===== config.mk =====
export PLATFORM = sky130hd
export DESIGN_NAME = contrast_auto_ctrl
export DESIGN_NICKNAME = d
export VERILOG_FILES = /design/src/rtl/contrast_pkg.sv /design/src/rtl/luma_minmax.sv /design/src/rtl/contrast_auto_ctrl.sv
export SDC_FILE = /design/constraint.sdc
export NUM_CORES = 1
export LEC_CHECK = 0
export BUFFER_PORTS_ARGS = -buffer_cell sky130_fd_sc_hd__buf_2
export CAP_MARGIN = 20
export CORE_MARGIN = 2
export CORE_UTILIZATION = 48
export CTS_BUF_LIST = sky130_fd_sc_hd__clkbuf_4 sky130_fd_sc_hd__clkbuf_8 sky130_fd_sc_hd__clkbuf_16
export DETAILED_ROUTE_END_ITERATION = 16
export MAX_ROUTING_LAYER = met4
export PLACE_DENSITY = 0.68
export SLEW_MARGIN = 20
export SYNTH_ARGS = -nofsm -noshare
export SYNTH_HDL_FRONTEND = slang
export SYNTH_SLANG_ARGS = --single-unit

===== constraint.sdc =====
create_clock -name clk -period 4 [get_ports clk]
set_input_delay 0.6 -clock clk [delete_from_list [all_inputs] [get_ports clk]]
set_output_delay 0.6 -clock clk [all_outputs]
set_load 0.01 [all_outputs]

===== src/rtl/contrast_pkg.sv =====
// Shared constants, FSM state type and luma helper for the contrast stage and its auto controller.
package contrast_pkg;

    localparam logic [3:0] LEVEL_RESET = 4'h8;
    localparam logic [3:0] LEVEL_MAX   = 4'hF;
    localparam logic [3:0] LEVEL_MIN   = 4'h0;

    localparam logic [7:0] MIN_RESET   = 8'hFF;
    localparam logic [7:0] MAX_RESET   = 8'h00;

    typedef enum logic [1:0] {
        IDLE,
        DECIDE,
        PULSE
    } ctrl_state_t;

    // Luma approximation (R + 2G + B) / 4; the 10-bit sum cannot overflow.
    function automatic logic [7:0] calcLuma(input logic [7:0] r,
                                            input logic [7:0] g,
                                            input logic [7:0] b);
        logic [9:0] sum;
        sum = {2'b00, r} + {1'b0, g, 1'b0} + {2'b00, b};
        return sum[9:2];
    endfunction

endpackage


===== src/rtl/luma_minmax.sv =====
// Per-frame luma min/max tracker; a restart strobe begins a new frame and may
// carry that frame's first pixel.
module luma_minmax
    import contrast_pkg::*;
(
    input  logic       clk,
    input  logic       rst,
    input  logic       i_enable,
    input  logic       i_restart,
    input  logic       i_pixValid,
    input  logic [7:0] i_r,
    input  logic [7:0] i_g,
    input  logic [7:0] i_b,
    output logic [7:0] o_curMin,
    output logic [7:0] o_curMax,
    output logic       o_seen
);

    logic [7:0] w_luma;
    logic [7:0] r_curMin;
    logic [7:0] r_curMax;
    logic       r_seen;

    assign w_luma = calcLuma(i_r, i_g, i_b);

    // While disabled the tracker sits in its restart state so a re-enable
    // never sees stale pixels.
    always_ff @(posedge clk) begin
        if (rst || !i_enable) begin
            r_curMin <= MIN_RESET;
            r_curMax <= MAX_RESET;
            r_seen   <= 1'b0;
        end else if (i_restart) begin
            if (i_pixValid) begin
                r_curMin <= w_luma;
                r_curMax <= w_luma;
                r_seen   <= 1'b1;
            end else begin
                r_curMin <= MIN_RESET;
                r_curMax <= MAX_RESET;
                r_seen   <= 1'b0;
            end
        end else if (i_pixValid) begin
            if (w_luma < r_curMin) begin
                r_curMin <= w_luma;
            end
            if (w_luma > r_curMax) begin
                r_curMax <= w_luma;
            end
            r_seen <= 1'b1;
        end
    end

    assign o_curMin = r_curMin;
    assign o_curMax = r_curMax;
    assign o_seen   = r_seen;

endmodule


===== src/rtl/contrast_auto_ctrl.sv =====
// Closed-loop contrast controller: one inc/dec pulse per frame toward a luma-spread window.
// Define CONTRAST_AUTO_STATS_EN to register the last frame's min/max/spread on the stat ports.
module contrast_auto_ctrl
    import contrast_pkg::*;
#(
    parameter logic [7:0] TGT_LO      = 8'd160,
    parameter logic [7:0] TGT_HI      = 8'd224,
    parameter int         HOLD_FRAMES = 2
) (
    input  logic       clk,
    input  logic       rst,
    input  logic       enable,
    input  logic       frame_en,
    input  logic       pix_valid,
    input  logic [7:0] R,
    input  logic [7:0] G,
    input  logic [7:0] B,
    output logic       inc,
    output logic       dec,
    output logic [3:0] level_est,
    output logic [7:0] stat_min,
    output logic [7:0] stat_max,
    output logic [7:0] stat_spread
);

    logic [7:0]  w_curMin;
    logic [7:0]  w_curMax;
    logic        w_curSeen;
    logic [7:0]  w_spread;

    logic [7:0]  r_snapMin;
    logic [7:0]  r_snapMax;
    logic        r_snapSeen;

    ctrl_state_t r_state;
    logic        r_inc;
    logic        r_dec;
    logic [3:0]  r_level;
    logic [3:0]  r_holdCnt;

    luma_minmax u_lumaMinmax (
        .clk        (clk),
        .rst        (rst),
        .i_enable   (enable),
        .i_restart  (frame_en),
        .i_pixValid (pix_valid),
        .i_r        (R),
        .i_g        (G),
        .i_b        (B),
        .o_curMin   (w_curMin),
        .o_curMax   (w_curMax),
        .o_seen     (w_curSeen)
    );

    always_ff @(posedge clk) begin
        if (rst) begin
            r_snapMin  <= MIN_RESET;
            r_snapMax  <= MAX_RESET;
            r_snapSeen <= 1'b0;
        end else if (frame_en) begin
            r_snapMin  <= w_curMin;
            r_snapMax  <= w_curMax;
            r_snapSeen <= w_curSeen;
        end
    end

    assign w_spread = r_snapMax - r_snapMin;

    // The level mirror follows the pulse actually presented to the contrast
    // stage, so it is updated on the edge that ends PULSE even if enable drops.
    always_ff @(posedge clk) begin
        if (rst) begin
            r_state   <= IDLE;
            r_inc     <= 1'b0;
            r_dec     <= 1'b0;
            r_level   <= LEVEL_RESET;
            r_holdCnt <= 4'd0;
        end else begin
            if (r_inc && r_level != LEVEL_MAX) begin
                r_level <= r_level + 4'd1;
            end
            if (r_dec && r_level != LEVEL_MIN) begin
                r_level <= r_level - 4'd1;
            end
            if (r_inc || r_dec) begin
                r_holdCnt <= 4'(HOLD_FRAMES);
            end

            if (!enable) begin
                r_state <= IDLE;
                r_inc   <= 1'b0;
                r_dec   <= 1'b0;
            end else begin
                r_inc <= 1'b0;
                r_dec <= 1'b0;
                case (r_state)
                    IDLE: begin
                        if (frame_en) begin
                            r_state <= DECIDE;
                        end
                    end
                    DECIDE: begin
                        r_state <= IDLE;
                        // A new boundary arriving here abandons this decision.
                        if (!frame_en) begin
                            if (!r_snapSeen || r_holdCnt != 4'd0) begin
                                if (r_holdCnt != 4'd0) begin
                                    r_holdCnt <= r_holdCnt - 4'd1;
                                end
                            end else if (w_spread < TGT_LO && r_level != LEVEL_MAX) begin
                                r_inc   <= 1'b1;
                                r_state <= PULSE;
                            end else if (w_spread > TGT_HI && r_level != LEVEL_MIN) begin
                                r_dec   <= 1'b1;
                                r_state <= PULSE;
                            end
                        end
                    end
                    PULSE: begin
                        r_state <= IDLE;
                    end
                    default: begin
                        r_state <= IDLE;
                    end
                endcase
            end
        end
    end

    assign inc       = r_inc;
    assign dec       = r_dec;
    assign level_est = r_level;

`ifdef CONTRAST_AUTO_STATS_EN
    logic [7:0] r_statMin;
    logic [7:0] r_statMax;
    logic [7:0] r_statSpread;

    always_ff @(posedge clk) begin
        if (rst) begin
            r_statMin    <= 8'd0;
            r_statMax    <= 8'd0;
            r_statSpread <= 8'd0;
        end else if (frame_en) begin
            r_statMin    <= w_curMin;
            r_statMax    <= w_curMax;
            r_statSpread <= w_curMax - w_curMin;
        end
    end

    assign stat_min    = r_statMin;
    assign stat_max    = r_statMax;
    assign stat_spread = r_statSpread;
`else
    assign stat_min    = 8'd0;
    assign stat_max    = 8'd0;
    assign stat_spread = 8'd0;
`endif

endmodule

; ---- After elaboration in Yosys (flattened, before gate mapping)
; Index checks and enable logic that the tools add are counted.
; W data, S select, Z words.
[word_totals]
latchBits = 0
out_inout_bits = 30
mem_bits_ro = 0
memories = 0
in_bits = 29
wordCells = 74
register_bits = 46
mem_bits_rw = 0
[classes]
shift = 0
multipliers = 0
order_cmp = 4
eq_ne = 3
n_reduce_logical = 21
add_sub_neg = 6
n_div = 0
mux = 27
bitwise = 2
[op_table]
columns = op, count
row1 = $mux W8, 8
row2 = $mux W4, 8
row3 = $add A10 B8 Y10, 1
row4 = $add A8 B9 Y10, 1
row5 = $mux W2, 5
row6 = $gt A8 B8 Y1, 1
row7 = $gt A8 B8 Y1 const B, 1
row8 = $lt A8 B8 Y1, 1
row9 = $lt A8 B8 Y1 const B, 1
row10 = $reduce_bool A2 Y1, 4
row11 = $reduce_bool A4 Y1, 2
row12 = $sub A4 B1 Y4 const B, 2
row13 = $sub A8 B8 Y8, 1
row14 = $reduce_or A6 Y1, 1
row15 = $mux W1, 5
row16 = $reduce_or A5 Y1, 1
row17 = $add A4 B1 Y4 const B, 1
row18 = $logic_and A1 B1 Y1, 4
row19 = $ne A4 B4 Y1 const B, 1
row20 = $pmux W2 S2, 1
row21 = $reduce_and A2 Y1, 2
row22 = $logic_or A1 B1 Y1, 3
row23 = $eq A2 B1 Y1 const B, 1
row24 = $logic_not A1 Y1, 2
row25 = 4 further kinds, 5

; ---- Depth between registers and ports, before layout
[depth]
depth_word = 8
depth_mapped = 18
mapped_depth_nobuf = 17

; ---- Hierarchy
; Synthesis repeated with hierarchy kept, for this count alone.
[unflattened]
cells_unflattened = 370
hier_area_um2 = 3303.2
[by_module_without_submodules]
columns = mod, area_per_inst_um2, instances, cells_each
row1 = contrast_auto_ctrl, 1801.7, 1, 204
row2 = luma_minmax, 1501.4, 1, 166

; ---- Least setup slack after synthesis
; No wires, ideal clock.
[synth_timing]
path_type = input-to-reg
startpoint = input B[3]
endpoint = register u_lumaMinmax.r_curMax[6] (netlist: u_lumaMinmax.o_curMax[6])
setup_time_ns = 0.087
cell_stages = 15
required_ns = 3.913
t_arrival_ns = 3.667
slack_ns = 0.246
cell_sequence = fa_1 ha_1 nor2b_1 o31a_1 o31a_1 o21a_1 nor2_1 inv_1 ha_1 nand4_1 o221a_1 nor3_2 buf_4 nand3_1 o31ai_1
[synth_via]
elab_chain_len = 4
elab_cells_between_ends = 8
classes_between = add/sub (1) / order compare (1) / mux (4) / reduce/logical (2)
[synth_rtl]
columns = item, line
row1 = "start, declared", contrast_auto_ctrl.sv:17  ; input logic [7:0] B,
row2 = $add A10 B8 Y10 (*), contrast_pkg.sv:22  ; sum = {2'b00, r} + {1'b0, g, 1'b0} + {2'b00, b};
row3 = $gt A8 B8 Y1 / $mux W8 (equally long branches), luma_minmax.sv:47  ; if (w_luma > r_curMax) begin
row4 = $reduce_bool A2 Y1 (no source line) / $mux W8 (equally long branches), n/a
row5 = $reduce_and A2 Y1 (no source line) / $mux W8 (equally long branches), n/a
row6 = "end signal, assigned", luma_minmax.sv:36  ; r_curMax <= w_luma;
row7 = "end signal, assigned", luma_minmax.sv:48  ; r_curMax <= w_luma;
row8 = "end, declared", luma_minmax.sv:21  ; logic [7:0] r_curMax;
; Every way passes the cells marked *; elsewhere a longest branch is shown, timed or not. The select of a mux whose other input is x is not followed.
; A chain may end at the register's enable or synchronous reset.

; ---- Worst setup path in the final report
[layout_timing]
startpoint = input B[3]
endpoint = register u_lumaMinmax.r_curMax[0] (netlist: u_lumaMinmax.o_curMax[0])
[layout_via]
elab_chain_len = 4
[layout_rtl]
columns = item, line
row1 = $add A10 B8 Y10, contrast_pkg.sv:22
row2 = $gt A8 B8 Y1, luma_minmax.sv:47
row3 = $reduce_bool A2 Y1 (no source line), n/a
row4 = $reduce_and A2 Y1 (no source line), n/a
; No other way between the ends.

==> reports/results.ini <==
[critical_path]
path_delay_family = compound AO/OA/AOI/OAI gates
r2r_start = r_snapMax[0]
cp_slowest_cell = fa_1
cp.buffers_inverters = 3
arrival_ns = 4.06
crit_end = u_lumaMinmax.o_curMax[0]
startpoint = B[3]
r2r_cells = 9
path_max_fanout = 8
r2r_setup_slack_ns = 1.68
cp.depth = 17
crit_path_start_kind = primary input
crit_required_ns = 4.24
crit_path_max_incr_delay_ns = 0.47
path_class = primary input to flip-flop
cp_cell_sequence = buf_2, fa_1, ha_1, nor2b_1, o31a_1, o31a_1, o21a_1, nor2_1, inv_1, ha_1, o21ai_0, nor2_1, o221a_1, nor3_2, buf_4, or3b_2, a21oi_1
crit_path_end_kind = flip-flop
r2r_end = r_state[1]

[routing]
wirelength_microns = 6490
vias = 2690
drt_iter0_markers = 55
via_per_inst = 5.264
ant_nets = 0
first_pass_iters = 4
wl_per_cell_microns = 12.70
drc = 0

[synthesis]
synth_top_area_cell = dfxtp_1
ys.flop_type = dfxtp_1
syn_area_per_cell_sq_um = 8.427
yosys.area.top_type_share = 0.2838
yosysWarnings = 0
async_flop_share = 0
synth_area_leaders = dfxtp_1 (28%), ha_1 (12%), fa_1 (6.2%)
synth_edf_count = 0
netlist_area_sq_mm = 0.003244
ys_seq_area_frac = 0.2838
synth_common_cells = dfxtp_1 (46), nor2_1 (43), inv_1 (40)
post-synth-top-count-cell = dfxtp_1
synth.distinct_cells = 49
ys_seq_elements = 46
syn_inst = 385

[finish]
antenna_cells = 0
nNetsFinal = 504
final_cells = 511
syn2layout_area_growth_pct = 10.64
n_fill_cell = 624
final_core_util = 0.5558
drive_gt1_frac = 0.1567
finalInstanceArea_sq_mm = 0.003590

[sta]
timing.final.crit_share = 0.9545
fmax_mhz = 261.9
worst_pin_slew_ns = 0.6186
fin_skew_ns = 0.01732
slew_violations = 0
setup_ws_ns = 0.1819
setup_viol = 0
grt_setup_unrepaired = false
fin_crit_ns = 3.818
slew_headroom = 0.5867
hold_viol_final = 0

[clock_tree]
cts_tree = built
ctsHoldBuffers = 0
clock-sinks = 46
cts-root-buf = clkbuf_8
numCtsBuffers = 5
insertion_delay_ns = 0.30
cts_max_level = 2
clock_path_buffers = 2
clk_pin_slew_ns = 0.09

[placement]
pre_cts_slack_ns = -0.1375
gp_congestion = 0.8439
dp_cells = 502
portBuffers = 34
place_area_sq_mm = 0.003492
dpl.hpwl_microns = 5226

[power_and_ir_drop]
peakVddDrop_uv = 158.0
p_leak_nw = 1.683
totalPowerFinal_mw = 1.237
power_density_mw_per_mm2 = 344.5

[global_route]
grt_overflow_total = 0
grt_pass1_vias = 2473
grt_pass1_wl_microns = 10850
track_usage = 0.1857
grt_max_degree = 28
antenna_found_initial = 0

[floorplanning]
die_h_microns = 86.22
initial_core_util = 0.5023
core_area_sq_mm = 0.006459
std_cell_rows = 29
ioPinCount = 59
die_x_microns = 86.22
die_area_sq_mm = 0.007433

[job]
cap_violations = 0

[min_path]
hold_path_class = flip-flop to flip-flop

[run_status]
status = finished clean

-- registers in the layout, summed over array words and instances, names as in the netlist, 2 cells and up --
name	flops
level_est	4
r_state	2
r_snapMax	8
u_lumaMinmax.o_curMax	8
u_lumaMinmax.o_curMin	8
r_snapMin	8
r_holdCnt	4
-- cells by family (layout without fill, tap and decap cells) --
| logic type | Yosys count | after routing | share of synthesized area |
|---|---|---|---|
| xor gates and xnor gates | 11 | 11 | 0.02970 |
| AOI/OAI and AO/OA | 77 | 77 | 0.1604 |
| and+or+nand+nor | 121 | 121 | 0.1847 |
| muxes | 12 | 12 | 0.03702 |
| DFF | 46 | 46 | 0.2838 |
| other | 1 | 24 | 0.001156 |
| buffers and inverters | 75 | 101 | 0.1180 |
| adders and majority gates | 42 | 42 | 0.1851 |
-- power by group --
group / internal, mW / leakage, nW / total, mW / switching [mW]
sequential: 0.477 / 0.374 / 0.491 / 0.0142
clock: 0.130 / 0.0486 / 0.291 / 0.161
combinational: 0.217 / 1.26 / 0.455 / 0.238
-- how the worst min path moves through the flow --
stage                     from         end  slack, ns  depth (start not counted)
detailed placement  r_state[1]  r_state[0]       0.43                          1
CTS                 r_state[1]  r_state[0]       0.45                          1
global route        r_state[1]  r_state[0]       0.48                          1
floorplan           r_state[1]  r_state[0]       0.40                          1
global placement    r_state[1]  r_state[0]       0.42                          1
finish              r_state[1]  r_state[0]       0.45                          1
-- routing by layer --
layer  part of all wire  track usage
met1               0.47       0.2244
met2               0.48       0.3235
met3              0.030      0.02286
met4              0.016      0.05824
met5                  0            -
-- stage by stage --
step / hold WS (ns) / TNS (ns)
after global placement: 0.4230 / -0.1797
after floorplan: 0.4002 / 0
after detailed placement: 0.4271 / -1.109
after global routing: 0.4761 / 0
after CTS: 0.4478 / 0
final: 0.4544 / 0
-- cell usage in the layout (no fill, tap or decap), types with 10 or more instances in the layout --
cell,instances
dfxtp_1,46
nor2_1,43
inv_1,40
buf_2,34
ha_1,32
nand2_1,24
conb_1,24
a21oi_1,21
buf_4,17
o21ai_0,13
mux2i_1,12
fa_1,10
-- what timing repair did --
action                                  4_1_cts  5_1_grt
gates resized for setup                       0        1
buffers inserted                              0        1
endpoints found under the setup margin        0        6
-- cell type report --
cell class / instances / area [sq um] / share of cell area
flip-flops and latches: 46 / 920.9 / 0.2565
clock inverters: 2 / 13.76 / 0.003834
well taps: 77 / 96.34 / 0.02684
inverters: 42 / 157.7 / 0.04392
repair buffers: 51 / 297.8 / 0.08296
multi-input cells: 287 / 2027 / 0.5647
clock buffers: 6 / 76.32 / 0.02126
Note: power is estimated with default switching activity, not from simulation.
